$ cat src/rtl/jump_pkg.sv
// Shared encodings for the jump/branch predictor: jump class, branch kind and
// 2-bit saturating counter values, plus the counter step helper.
// Pure declarations; no ports.
package jump_pkg;

    typedef enum logic [1:0] {
        J_NONE   = 2'b00,
        J_JAL    = 2'b01,
        J_JALR   = 2'b10,
        J_BRANCH = 2'b11
    } j_type_e;

    typedef enum logic [1:0] {
        BR_BEQ = 2'b00,
        BR_BNE = 2'b01,
        BR_BLT = 2'b10,
        BR_BGE = 2'b11
    } branch_t_e;

    localparam logic [1:0] CTR_SN = 2'b00;
    localparam logic [1:0] CTR_WN = 2'b01;
    localparam logic [1:0] CTR_WT = 2'b10;
    localparam logic [1:0] CTR_ST = 2'b11;

    // Saturating step toward the resolved direction.
    function automatic logic [1:0] ctr_next(input logic [1:0] ctr, input logic taken);
        if (taken) begin
            return (ctr == CTR_ST) ? CTR_ST : ctr + 2'd1;
        end
        return (ctr == CTR_SN) ? CTR_SN : ctr - 2'd1;
    endfunction

endpackage

$ cat src/rtl/branch_resolve.sv
// Resolves the actual direction of the EX-stage control-flow instruction and
// decides whether fetch must be redirected. Purely combinational.
// Ports: EX instruction class/kind/compare flags/target and the piped
// prediction in; taken, mispredict and alias (non-jump predicted taken) out.
module branch_resolve
    import jump_pkg::*;
#(
    parameter int XLEN = 32
) (
    input  logic            valid_i,
    input  logic [1:0]      j_type_i,
    input  logic [1:0]      branch_t_i,
    input  logic            sign_i,
    input  logic            zero_i,
    input  logic [XLEN-1:0] target_i,
    input  logic            pred_taken_i,
    input  logic [XLEN-1:0] pred_target_i,
    output logic            taken_o,
    output logic            mispredict_o,
    output logic            alias_o
);

    logic taken;

    always_comb begin
        taken = 1'b0;
        case (j_type_e'(j_type_i))
            J_JAL, J_JALR: taken = 1'b1;
            J_BRANCH: begin
                case (branch_t_e'(branch_t_i))
                    BR_BEQ: taken = zero_i;
                    BR_BNE: taken = ~zero_i;
                    BR_BLT: taken = sign_i;
                    BR_BGE: taken = ~sign_i;
                    default: taken = 1'b0;
                endcase
            end
            default: taken = 1'b0;
        endcase
    end

    // JALR targets are never trusted from the table, so it always redirects.
    // An alias (non-jump predicted taken) is covered by the direction mismatch.
    assign taken_o      = taken;
    assign mispredict_o = valid_i &&
                          ((taken != pred_taken_i) ||
                           (taken && pred_taken_i && (target_i != pred_target_i)) ||
                           (j_type_i == J_JALR));
    assign alias_o      = valid_i && (j_type_i == J_NONE) && pred_taken_i;

endmodule

$ cat src/rtl/jump_predict_cnt.sv
// Direct-mapped branch target buffer with 2-bit saturating counters plus
// EX-stage redirect logic and resolved/redirect statistics.
// Ports: fetch PC in / prediction out; EX resolution in; flush, next_pc and
// the br_cnt/mis_cnt counters out. Lookup is combinational on registered state.
module jump_predict_cnt
    import jump_pkg::*;
#(
    parameter int XLEN   = 32,
    parameter int DEPTH  = 16,
    parameter int TAG_W  = 8,
    parameter int STAT_W = 16
) (
    input  logic              clk,
    input  logic              rst_n,
    input  logic [XLEN-1:0]   if_pc,
    output logic              if_pred_taken,
    output logic [XLEN-1:0]   if_pred_target,
    input  logic              ex_valid,
    input  logic [XLEN-1:0]   ex_pc,
    input  logic [XLEN-1:0]   ex_target,
    input  logic [1:0]        ex_j_type,
    input  logic [1:0]        ex_branch_t,
    input  logic              ex_sign,
    input  logic              ex_zero,
    input  logic              ex_pred_taken,
    input  logic [XLEN-1:0]   ex_pred_target,
    output logic              flush,
    output logic [XLEN-1:0]   next_pc,
    output logic [STAT_W-1:0] br_cnt,
    output logic [STAT_W-1:0] mis_cnt
);

    localparam int IDX_W = $clog2(DEPTH);

    logic [DEPTH-1:0] valid_q;
    logic [TAG_W-1:0] tag_q [DEPTH];
    logic [XLEN-1:0]  tgt_q [DEPTH];
    logic [1:0]       ctr_q [DEPTH];
    logic [STAT_W-1:0] br_cnt_q, br_cnt_d;
    logic [STAT_W-1:0] mis_cnt_q, mis_cnt_d;

    logic [IDX_W-1:0] if_idx, ex_idx;
    logic [TAG_W-1:0] if_tag, ex_tag;
    logic             ex_hit;
    logic             res_taken, res_mis, res_alias;

    logic             wr_en;
    logic             wr_valid_d;
    logic [TAG_W-1:0] wr_tag_d;
    logic [XLEN-1:0]  wr_tgt_d;
    logic [1:0]       wr_ctr_d;

    // Only the index/tag slices matter for the table; low bits and upper
    // bits of the PCs are otherwise consumed only by the +4 arithmetic.
    logic unused_pc;
    assign unused_pc = ^{if_pc, ex_pc};

    assign if_idx = if_pc[IDX_W+1:2];
    assign if_tag = if_pc[IDX_W+2 +: TAG_W];
    assign ex_idx = ex_pc[IDX_W+1:2];
    assign ex_tag = ex_pc[IDX_W+2 +: TAG_W];

    // Registered state only: a write to the same index this cycle is not seen.
    assign if_pred_taken  = valid_q[if_idx] && (tag_q[if_idx] == if_tag) && ctr_q[if_idx][1];
    assign if_pred_target = if_pred_taken ? tgt_q[if_idx] : '0;

    assign ex_hit = valid_q[ex_idx] && (tag_q[ex_idx] == ex_tag);

    branch_resolve #(.XLEN(XLEN)) u_resolve (
        .valid_i       (ex_valid),
        .j_type_i      (ex_j_type),
        .branch_t_i    (ex_branch_t),
        .sign_i        (ex_sign),
        .zero_i        (ex_zero),
        .target_i      (ex_target),
        .pred_taken_i  (ex_pred_taken),
        .pred_target_i (ex_pred_target),
        .taken_o       (res_taken),
        .mispredict_o  (res_mis),
        .alias_o       (res_alias)
    );

    // EX redirect always overrides whatever fetch predicted this cycle.
    always_comb begin
        flush   = res_mis;
        next_pc = if_pred_taken ? if_pred_target : if_pc + XLEN'(4);
        if (res_mis) begin
            next_pc = res_taken ? ex_target : ex_pc + XLEN'(4);
        end
    end

    // Single entry write per cycle, built from the current entry contents.
    always_comb begin
        wr_en      = 1'b0;
        wr_valid_d = valid_q[ex_idx];
        wr_tag_d   = tag_q[ex_idx];
        wr_tgt_d   = tgt_q[ex_idx];
        wr_ctr_d   = ctr_q[ex_idx];
        if (ex_valid) begin
            case (j_type_e'(ex_j_type))
                J_JAL: begin
                    wr_en      = 1'b1;
                    wr_valid_d = 1'b1;
                    wr_tag_d   = ex_tag;
                    wr_tgt_d   = ex_target;
                    wr_ctr_d   = CTR_ST;
                end
                J_BRANCH: begin
                    if (ex_hit) begin
                        wr_en    = 1'b1;
                        wr_ctr_d = ctr_next(ctr_q[ex_idx], res_taken);
                        if (res_taken) begin
                            wr_tgt_d = ex_target;
                        end
                    end else if (res_taken) begin
                        wr_en      = 1'b1;
                        wr_valid_d = 1'b1;
                        wr_tag_d   = ex_tag;
                        wr_tgt_d   = ex_target;
                        wr_ctr_d   = CTR_WT;
                    end
                end
                J_NONE: begin
                    if (res_alias) begin
                        wr_en      = 1'b1;
                        wr_valid_d = 1'b0;
                    end
                end
                default: ;
            endcase
        end
    end

    always_comb begin
        br_cnt_d  = br_cnt_q;
        mis_cnt_d = mis_cnt_q;
        if (ex_valid && (ex_j_type != J_NONE)) begin
            br_cnt_d = br_cnt_q + STAT_W'(1);
        end
        if (res_mis) begin
            mis_cnt_d = mis_cnt_q + STAT_W'(1);
        end
    end

    always_ff @(posedge clk or negedge rst_n) begin
        if (!rst_n) begin
            valid_q   <= '0;
            br_cnt_q  <= '0;
            mis_cnt_q <= '0;
            for (int i = 0; i < DEPTH; i++) begin
                tag_q[i] <= '0;
                tgt_q[i] <= '0;
                ctr_q[i] <= CTR_WN;
            end
        end else begin
            br_cnt_q  <= br_cnt_d;
            mis_cnt_q <= mis_cnt_d;
            if (wr_en) begin
                valid_q[ex_idx] <= wr_valid_d;
                tag_q[ex_idx]   <= wr_tag_d;
                tgt_q[ex_idx]   <= wr_tgt_d;
                ctr_q[ex_idx]   <= wr_ctr_d;
            end
        end
    end

    assign br_cnt  = br_cnt_q;
    assign mis_cnt = mis_cnt_q;

endmodule

$ cat config.mk
export PLATFORM = sky130hd
export DESIGN_NAME = jump_predict_cnt
export DESIGN_NICKNAME = d
export VERILOG_FILES = /design/src/rtl/jump_pkg.sv /design/src/rtl/branch_resolve.sv /design/src/rtl/jump_predict_cnt.sv
export SDC_FILE = /design/constraint.sdc
export NUM_CORES = 2
export LEC_CHECK = 0
export BUFFER_PORTS_ARGS = -buffer_cell sky130_fd_sc_hd__buf_2
export CAP_MARGIN = 20
export CORE_ASPECT_RATIO = 2
export CORE_UTILIZATION = 45
export DETAILED_ROUTE_END_ITERATION = 8
export SLEW_MARGIN = 40
export SYNTH_ARGS = -nofsm -noshare
export SYNTH_HDL_FRONTEND = slang
export SYNTH_SLANG_ARGS = --single-unit
$ cat constraint.sdc
create_clock -name clk -period 12.8 [get_ports clk]
set_input_delay 2.56 -clock clk [delete_from_list [all_inputs] [get_ports clk]]
set_output_delay 2.56 -clock clk [all_outputs]
set_load 0.005 [all_outputs]
==> out/results.ini <==
[yosys]
yosysSeqAreaShare = 0.408
syn-num-nets = 3199
syn_inst = 3048
yosys_warnings = 0
synth_area_sq_mm = 0.0442
avgSynthCellArea_sq_um = 14.5
synthArstFlopShare = 1.00
synth_edf_count = 0
ys_types = 63
synth_flop_cell = dfrtp_1
synth_seq_cells = 720

[finish]
final_layout_size_suffix_gt1_frac = 0.441
final_common_cell = dfrtp_1
regArea_sq_mm = 0.0180
nNetsFinal = 3312
final_util = 0.494
multi_input_area_sq_mm = 0.0241
fill_cells = 8343
layout_common_cells = dfrtp_1, mux2_4, mux4_2
syn_to_final_growth_pct = 8.73

[power_and_ir_drop]
ir_drop_mv = 0.0936
p_sw_mw = 1.85
p_sw_frac = 0.299
power.internal_mw = 4.35
clockPowerShare = 0.339
p_leak_nw = 20.7
pwr-share-seq = 0.448
combPwrFrac = 0.213
p_per_area_mw_per_mm2 = 129

[setup_path]
critPathKind = input port to output pin
startpoint_type = input port
reg2reg_slack_ns = 7.86
worstPathCellList = buf_8 -> buf_12 -> mux4_2 -> mux4_2 -> xor2_1 -> nor2_1 -> nand4_1 -> buf_4 -> mux2_2 -> nor2_1 -> a21oi_1 -> buf_2
arrival_ns = 6.94
worstPathRequired_ns = 10.24
critPathMaxFanout = 80
cp-end-kind = output pin
critPathMaxStageDelay_ns = 0.63
cp_slowest_cell = mux4_2

[drt]
antenna_left = 0
initialDrtViolationCount = 2743
avgRoutedWirePerCell_um = 34.7
drtPass1Iterations = 5
route.detailed.drc = 0
drt_wl_total_mm = 154
vias = 30400
viasPerCell = 6.83

[worst_hold_path]
hp-class = flip-flop to flip-flop

[status]
status = completed

[flow_run]
max-cap-violations = 0

[placed_design]
io_buffers = 235
place_ws_ns = 3.37
dp_hpwl_mm = 98.3
gp_congestion = 1.02

[sta]
slew_headroom = 0.329
layout_setup_ws_ns = 3.30
skew_ns = 0.0263
grt_setup_unrepaired = no
finalCritPeriodShare = 0.742
tightestPinTransition_ns = 1.00
period_minus_slack_ns = 9.50
setup_viol = 0
slew_viol_final = 0
clock.fmax_mhz = 105
setup_tns_ns = 0
finalHoldViolations = 0

[global_route]
grt_max_degree = 107
track_usage = 0.314
grt_pass1_vias = 32400
grt_pass1_wl_mm = 227
grt_antenna_before_repair = 9
grt.overflow.total = 0

[clock_network]
post_cts_buffers = 0
clock_latency_ns = 0.67
cts_max_level = 3
clk_path_buf_depth = 3
clk_pin_slew_ns = 0.06
cts.sinks = 720
holdBufCountCts = 0
ctsResizeCount = 0
root_buffer = clkbuf_16
cts_inserted_buffers = 68
tritoncts = yes

[floorplanning]
die_x_um = 224
start_util = 0.454
core_sq_mm = 0.0973
pin_count = 236
die_h_um = 445
dieArea_sq_mm = 0.0996
placementRows = 162

## registers in the layout, indices dropped and copies added (netlist names)
| name | cells |
|---|---|
| br_cnt | 16 |
| ctr_q | 32 |
| mis_cnt | 16 |
| tag_q | 128 |
| tgt_q | 512 |
| valid_q | 16 |
## path summary, 6_finish.rpt
kind	endpoint	startpoint	cells past startpoint
max	next_pc[23]	if_pc[2]	12
min	br_cnt[15]$_DFFE_PN0P_	br_cnt[15]$_DFFE_PN0P_	1
max reg2reg	tgt_q[77]$_DFFE_PN0P_	tag_q[51]$_DFFE_PN0P_	8
min reg2reg	br_cnt[15]$_DFFE_PN0P_	br_cnt[15]$_DFFE_PN0P_	1
max in group asynchronous	tgt_q[121]$_DFFE_PN0P_	rst_n	4
min in group asynchronous	tgt_q[0]$_DFFE_PN0P_	rst_n	1
## cells by family after synthesis
logic type / count (synthesis) / synth area share
buffers and inverters: 309 / 0.0510
adder cells (fa/ha/maj): 14 / 0.00391
AND/OR/NAND/NOR: 522 / 0.0585
multiplexers: 1004 / 0.393
XOR/XNOR: 132 / 0.0262
flip-flops: 720 / 0.408
AO/OA/AOI/OAI: 347 / 0.0598
## final cells by class
type / instances / area share
flip-flops and latches: 720 / 0.375
well taps: 1230 / 0.0320
diodes: 1 / 0.0000521
repair buffers: 334 / 0.0441
inverters: 18 / 0.00143
multi-input cells: 2019 / 0.501
clock inverters: 25 / 0.00552
clock buffers: 98 / 0.0407
## per-stage QoR
stage | power [mW] | hold WS [ns] | cells | instance area (sq um)
after detailed placement | 4.12 | 0.457 | 4321 | 45800
after global routing | 6.43 | 0.494 | 4444 | 48100
after floorplan | 3.65 | 0.465 | 3048 | 44200
after global placement | 4.06 | 0.455 | 4306 | 45500
after CTS | 6.22 | 0.470 | 4444 | 48000
final | 6.21 | 0.463 | 4445 | 48100
## synth_stat cells (all sizes together), types with 2 or more instances
cell | number | area share
nor3 | 137 | 0.016
a211oi | 8 | 0.0014
clkbuf | 150 | 0.013
a22o | 4 | 0.00079
nand2 | 120 | 0.010
a21oi | 39 | 0.0044
mux2i | 45 | 0.010
a22oi | 8 | 0.0014
nor2b | 41 | 0.0058
ha | 13 | 0.0037
and2 | 7 | 0.00099
buf | 141 | 0.037
o31a | 2 | 0.00040
o22ai | 7 | 0.00099
or4 | 7 | 0.0013
o21bai | 2 | 0.00034
nand3 | 40 | 0.0045
a221oi | 2 | 0.00040
nand2b | 6 | 0.00085
dfrtp | 704 | 0.40
o31ai | 10 | 0.0017
o211ai | 5 | 0.00085
a2bb2oi | 16 | 0.0032
mux2 | 565 | 0.18
a32o | 32 | 0.0072
a2111oi | 19 | 0.011
xor2 | 48 | 0.0095
nor4 | 7 | 0.00099
or3 | 7 | 0.00099
nor2 | 76 | 0.0065
inv | 18 | 0.0015
o21ai | 55 | 0.0062
and4 | 7 | 0.0014
nand4 | 35 | 0.0050
xnor2 | 84 | 0.017
a31oi | 131 | 0.019
dfstp | 16 | 0.0095
and3 | 11 | 0.0016
or2 | 20 | 0.0028
mux4 | 394 | 0.20
## layer usage
layer / vias up / track usage / share of wire
met1: 16100 / 0.378 / 0.37
met4: 10 / 0.171 / 0.060
li1: 12000 / - / -
met3: 501 / 0.0876 / 0.092
met5: - / 0 / 0.00045
met2: 1716 / 0.509 / 0.48
## power by group through the flow
stage	Sequential, mW	Combinational (mW)	Clock [mW]
5_1_grt	2.81	1.41	2.21
3_3_place_gp	2.79	1.27	0
4_1_cts	2.77	1.31	2.14
3_5_place_dp	2.81	1.31	0
2_1_floorplan	2.73	0.920	0
6_report	2.78	1.32	2.10
## worst max-delay path: cells and delay by family
kind | cells | cell delay [ns]
buffers and inverters | 4 | 1.72
muxes | 3 | 1.52
xor gates and xnor gates | 1 | 0.45
and+or+nand+nor | 3 | 0.39
AOI/OAI and AO/OA | 1 | 0.05
Note: power is estimated with default switching activity, not from simulation.
